[config.mk]
export PLATFORM = sky130hd
export DESIGN_NAME = param_reg_file
export DESIGN_NICKNAME = d
export VERILOG_FILES = /design/src/rtl/regfile_pkg.sv /design/src/rtl/regfile_scoreboard.sv /design/src/rtl/param_reg_file.sv
export SDC_FILE = /design/constraint.sdc
export NUM_CORES = 2
export LEC_CHECK = 0
export CORE_MARGIN = 2
export CORE_UTILIZATION = 53
export DETAILED_ROUTE_END_ITERATION = 12
export PLACE_DENSITY = 0.7
export RECOVER_POWER = 50
export SLEW_MARGIN = 20
export SYNTH_ARGS = -nofsm -noshare
export SYNTH_HDL_FRONTEND = slang
export SYNTH_HIERARCHICAL = 1
export SYNTH_SLANG_ARGS = --single-unit
[constraint.sdc]
create_clock -name clk -period 7.5 [get_ports clk]
set_input_delay 1.5 -clock clk [delete_from_list [all_inputs] [get_ports clk]]
set_output_delay 1.5 -clock clk [all_outputs]
set_load 0.03 [all_outputs]
[src/rtl/regfile_pkg.sv]
// Shared constants and flattened-bus slicing helper for the parametrised register file.
package regfile_pkg;

   localparam int DEF_DATA_W = 32;
   localparam int DEF_ADDR_W = 5;
   localparam int ZERO_ADDR  = 0;

   // LSB position of lane 'lane' in a flattened bus made of 'width'-bit lanes
   function automatic int lane_lsb(input int lane, input int width);
      return lane * width;
   endfunction

endpackage

[src/rtl/regfile_scoreboard.sv]
// Busy-bit scoreboard: reserve sets, write clears (reserve wins on a collision),
// and busy_cnt tracks the popcount of the busy vector with an up/down counter.
module regfile_scoreboard
   import regfile_pkg::*;
#(
   parameter int ADDR_W   = DEF_ADDR_W,
   parameter int ZERO_REG = 1
) (
   input  logic                    clk,
   input  logic                    rst,
   input  logic                    wr_en,
   input  logic [ADDR_W-1:0]       wr_addr,
   input  logic                    rsv_en,
   input  logic [ADDR_W-1:0]       rsv_addr,
   output logic [(2**ADDR_W)-1:0]  busy,
   output logic [ADDR_W:0]         busy_cnt
);

   localparam int                DEPTH   = 2**ADDR_W;
   localparam logic [ADDR_W-1:0] ZA      = ADDR_W'(ZERO_ADDR);
   localparam logic [ADDR_W:0]   CNT_ONE = (ADDR_W+1)'(1);

   logic             clr_ok;
   logic             set_ok;
   logic             inc;
   logic             dec;
   logic [DEPTH-1:0] busy_nxt;
   logic [ADDR_W:0]  cnt_nxt;

   always_comb begin
      clr_ok   = wr_en  && !((ZERO_REG != 0) && (wr_addr  == ZA));
      set_ok   = rsv_en && !((ZERO_REG != 0) && (rsv_addr == ZA));
      busy_nxt = busy;
      if (clr_ok) busy_nxt[wr_addr]  = 1'b0;
      if (set_ok) busy_nxt[rsv_addr] = 1'b1;
      // A release that is re-reserved in the same cycle leaves the count untouched
      inc      = set_ok && !busy[rsv_addr];
      dec      = clr_ok && busy[wr_addr] && !(set_ok && (rsv_addr == wr_addr));
      cnt_nxt  = busy_cnt;
      if (inc && !dec)      cnt_nxt = busy_cnt + CNT_ONE;
      else if (dec && !inc) cnt_nxt = busy_cnt - CNT_ONE;
   end

   always_ff @(posedge clk or negedge rst) begin
      if (!rst) begin
         busy     <= '0;
         busy_cnt <= '0;
      end else begin
         busy     <= busy_nxt;
         busy_cnt <= cnt_nxt;
      end
   end

endmodule

[src/rtl/param_reg_file.sv]
// Multi-read-port register file with async clear and busy scoreboard.
// Optional same-cycle write-through to the read ports: define REGFILE_BYPASS_EN.
module param_reg_file
   import regfile_pkg::*;
#(
   parameter int DATA_W   = DEF_DATA_W,
   parameter int ADDR_W   = DEF_ADDR_W,
   parameter int NUM_RD   = 2,
   parameter int ZERO_REG = 1
) (
   input  logic                     clk,
   input  logic                     rst,
   input  logic [NUM_RD*ADDR_W-1:0] rd_addr,
   output logic [NUM_RD*DATA_W-1:0] rd_data,
   output logic [NUM_RD-1:0]        rd_busy,
   input  logic                     wr_en,
   input  logic [ADDR_W-1:0]        wr_addr,
   input  logic [DATA_W-1:0]        wr_data,
   input  logic                     rsv_en,
   input  logic [ADDR_W-1:0]        rsv_addr,
   output logic [ADDR_W:0]          busy_cnt
);

   localparam int                DEPTH = 2**ADDR_W;
   localparam logic [ADDR_W-1:0] ZA    = ADDR_W'(ZERO_ADDR);

   logic [DATA_W-1:0] mem [DEPTH];
   logic [DEPTH-1:0]  busy;
   logic              wr_ok;

   assign wr_ok = wr_en && !((ZERO_REG != 0) && (wr_addr == ZA));

   always_ff @(posedge clk or negedge rst) begin
      if (!rst) begin
         for (int i = 0; i < DEPTH; i++) mem[i] <= '0;
      end else if (wr_ok) begin
         mem[wr_addr] <= wr_data;
      end
   end

   regfile_scoreboard #(
      .ADDR_W   (ADDR_W),
      .ZERO_REG (ZERO_REG)
   ) u_sb (
      .clk      (clk),
      .rst      (rst),
      .wr_en    (wr_en),
      .wr_addr  (wr_addr),
      .rsv_en   (rsv_en),
      .rsv_addr (rsv_addr),
      .busy     (busy),
      .busy_cnt (busy_cnt)
   );

   for (genvar p = 0; p < NUM_RD; p++) begin : g_rd
      logic [ADDR_W-1:0] addr;
      logic              is_zero;
      logic [DATA_W-1:0] data;
      logic              bsy;

      assign addr = rd_addr[lane_lsb(p, ADDR_W) +: ADDR_W];

      always_comb begin
         is_zero = (ZERO_REG != 0) && (addr == ZA);
         data    = is_zero ? '0 : mem[addr];
         bsy     = is_zero ? 1'b0 : busy[addr];
`ifdef REGFILE_BYPASS_EN
         // A same-address reserve keeps the pre-edge busy bit visible
         if (wr_ok && (wr_addr == addr)) begin
            data = wr_data;
            bsy  = (rsv_en && (rsv_addr == addr)) ? busy[addr] : 1'b0;
         end
`endif
      end

      assign rd_data[lane_lsb(p, DATA_W) +: DATA_W] = data;
      assign rd_busy[p] = bsy;
   end

endmodule

==> results.py <==
metrics = {
    "timing": {
        "fin_tns_setup_ns": 0,
        "slew_violations": 89,
        "setup_viol": 0,
        "min_period_ns": 6.895,
        "period_share": 0.9193,
        "setup_ws_ns": 0.6054,
        "fin_skew_ns": 0.01128,
        "rsz0062_at_grt": "false",
        "max_freq_mhz": 145.0,
        "hold_viol_final": 0,
        "tightest_slew_ns": 5.531,
        "slew_headroom": -2.687,
    },
    "drt": {
        "wirelength_um": 182100,
        "drtIter0Drc": 4084,
        "viasPerCell": 7.068,
        "drcViolationCount": 0,
        "dr.pass1.iters": 7,
        "ant_nets": 0,
        "via_count": 38004,
        "wl_per_cell_um": 33.87,
    },
    "critical_path": {
        "path_max_fanout": 27,
        "required_ns": 6.00,
        "cp_slowest_cell": "nor3_1",
        "slowest_delay_ns": 0.93,
        "crit_path_start_kind": "primary input",
        "worstSetupPathType": "in2out",
        "path_cells": "clkdlybuf4s50_1 -> buf_4 -> or3b_4 -> buf_4 -> o22ai_1 -> a2111oi_0 -> nor3_1 -> clkdlybuf4s50_1",
        "path_buf_inv": 4,
        "critical_path.top_delay_family": "buffers and inverters",
        "critPathArrivalTime_ns": 5.39,
        "end_kind": "primary output",
    },
    "yosys": {
        "syn_inst": 3963,
        "synth.distinct_cells": 50,
        "synth_area_leaders": "dfrtp_1 (46%), mux2_2 (20%), mux4_2 (16%), mux2i_1 (5.5%), clkbuf_1 (1.6%)",
        "synthFlopType": "dfrtp_1",
        "yosysTopAreaCell": "dfrtp_1",
        "async_flop_share": 1.000,
        "synth_nets": 4026,
        "yosys.cell_count.top_type": "dfrtp_1",
        "ys_top_cells_by_count": "dfrtp_1 (1,062), mux2_2 (1,023), mux4_2 (404)",
        "ys_seq_area_frac": 0.4647,
        "netlist.area_leader.share": 0.4647,
        "netlist_area_mm2": 0.05718,
        "post_synth.cell_area_avg_um2": 14.43,
        "yosys_register_bits": 1062,
        "synth.yosys.warnings": 6,
        "synth-edff-count": 0,
    },
    "clock_tree": {
        "ctsResizeCount": 0,
        "clk_pin_slew_worst_paths_ns": 0.06,
        "cts_setup_buffers": 0,
        "holdBufCountCts": 0,
        "cts_buffer_depth": 3,
        "clock-sinks": 1062,
        "insertion_delay_ns": 0.71,
        "cts_buffers": 115,
        "cts_tree": "yes",
        "cts_root_buffer": "clkbuf_16",
        "htree_levels": 3,
    },
    "placed_design": {
        "pre_cts_ws_ns": 0.7770,
        "dp.final_hpwl_um": 108600,
        "place_inst": 5163,
        "gp_congestion": 0.8594,
        "io_buffer_count": 127,
    },
    "layout": {
        "nNetsFinal": 3941,
        "final_util": 0.5938,
        "area_delta_synth_final_pct": 11.17,
        "fin_cells": 5377,
        "drive_gt1_frac": 0.4573,
    },
    "outcome": {
        "violations": "max-capacitance violations, max-slew violations",
        "status": "finished with violations",
    },
    "power_and_ir_drop": {
        "cellLeakagePower_uw": 0.02746,
        "peakVddDrop_mv": 0.1903,
        "sequentialPowerShare": 0.444,
        "p_per_area_mw_per_mm2": 273.1,
        "p_total_uw": 17360,
        "clockPowerShare": 0.337,
        "p_switching_uw": 4917,
        "p_sw_frac": 0.2833,
        "power_frac_comb": 0.218,
        "internal_power_uw": 12440,
    },
    "floorplanning": {
        "start_util": 0.5342,
        "die_area_mm2": 0.1105,
        "coreArea_mm2": 0.1071,
        "die_h_um": 332.5,
        "fp-row-count": 120,
        "die_w_um": 332.5,
        "ios": 128,
    },
    "grt": {
        "grt_max_degree": 184,
        "antenna_found_initial": 7,
        "grt_pass1_vias": 38272,
        "grt_pass1_wl_um": 268800,
        "track_usage": 0.3301,
        "grt_overflow_total": 0,
    },
    "min_path": {
        "hold_path_class": "reg2reg",
    },
    "flow_run": {
        "cap_viol_max_count": 1,
    },
}
[layer usage]
layer / up-vias / part of all wire / track usage
li1: 15231 / - / -
met1: 20438 / 0.41 / 0.4626
met2: 1890 / 0.46 / 0.5060
met3: 435 / 0.088 / 0.07160
met4: 10 / 0.045 / 0.1298
met5: - / 0.00031 / 0
[flip-flops by register name (all words and copies together) (netlist names)]
name	count
u_sb/busy	32
u_sb/busy_cnt	6
mem	1024
[power groups by stage]
stage                     Sequential, uW  Clock, uW  Combinational (uW)
after global placement              7730          0                3690
after floorplan                     7490          0                2780
final                               7710       5860                3790
after detailed placement            7780          0                3760
after CTS                           7680       5910                3780
after global routing                7840       6150                4040
[path summary, 6_finish.rpt]
kind                                         from                            to  slack, ns  cells past startpoint
min                         mem[1000]$_DFFE_PN0P_         mem[1000]$_DFFE_PN0P_       0.40                      0
max in group asynchronous                     rst          mem[921]$_DFFE_PN0P_       1.23                      3
min reg2reg                 mem[1000]$_DFFE_PN0P_         mem[1000]$_DFFE_PN0P_       0.40                      0
max reg2reg                u_sb/busy[9]$_DFF_PN0_  u_sb/busy_cnt[5]$_DFFE_PN0P_       4.07                     12
min in group asynchronous                     rst          mem[727]$_DFFE_PN0P_       2.83                      1
max                                    rd_addr[3]                    rd_data[3]       0.61                      8
[logic make-up after synthesis]
| group | synth area share |
|---|---|
| muxes | 0.4177 |
| AOI/OAI and AO/OA | 0.05531 |
| buffers and inverters | 0.03665 |
| adders and majority gates | 0.001663 |
| xor gates and xnor gates | 0.001532 |
| and+or+nand+nor | 0.02243 |
| DFF | 0.4647 |
[area by class of cell]
cell class / instances / area, um^2
multi-input combinational: 2446 / 28790
antenna: 3 / 7.507
tap: 1403 / 1755
clock buffer: 171 / 3461
inverter: 7 / 26.28
clock inverter: 39 / 451.7
sequential: 1062 / 26580
fill: 8176 / 43480
timing repair buffer: 246 / 2502
[through the flow]
stage	hold WS, ns	area, um^2
floorplan	0.4413	57180
global placement	0.3807	59660
detailed placement	0.3866	59690
CTS	0.4010	63600
global route	0.4143	63570
finish	0.3978	63570
[cells in the final DEF (no fill, tap or decap), types with 31 or more instances in the layout]
cell / instances
dfrtp_1: 1062
mux2_2: 1023
mux4_2: 404
mux2i_1: 313
clkbuf_16: 117
clkdlybuf4s50_1: 99
buf_4: 93
a22oi_1: 87
o22ai_1: 79
o21ai_0: 66
a2111oi_0: 61
a22o_1: 54
nor2b_1: 48
nor3_1: 46
a21oi_1: 39
clkbuf_8: 34
buf_12: 31
Power figures use the tool's default switching activity.
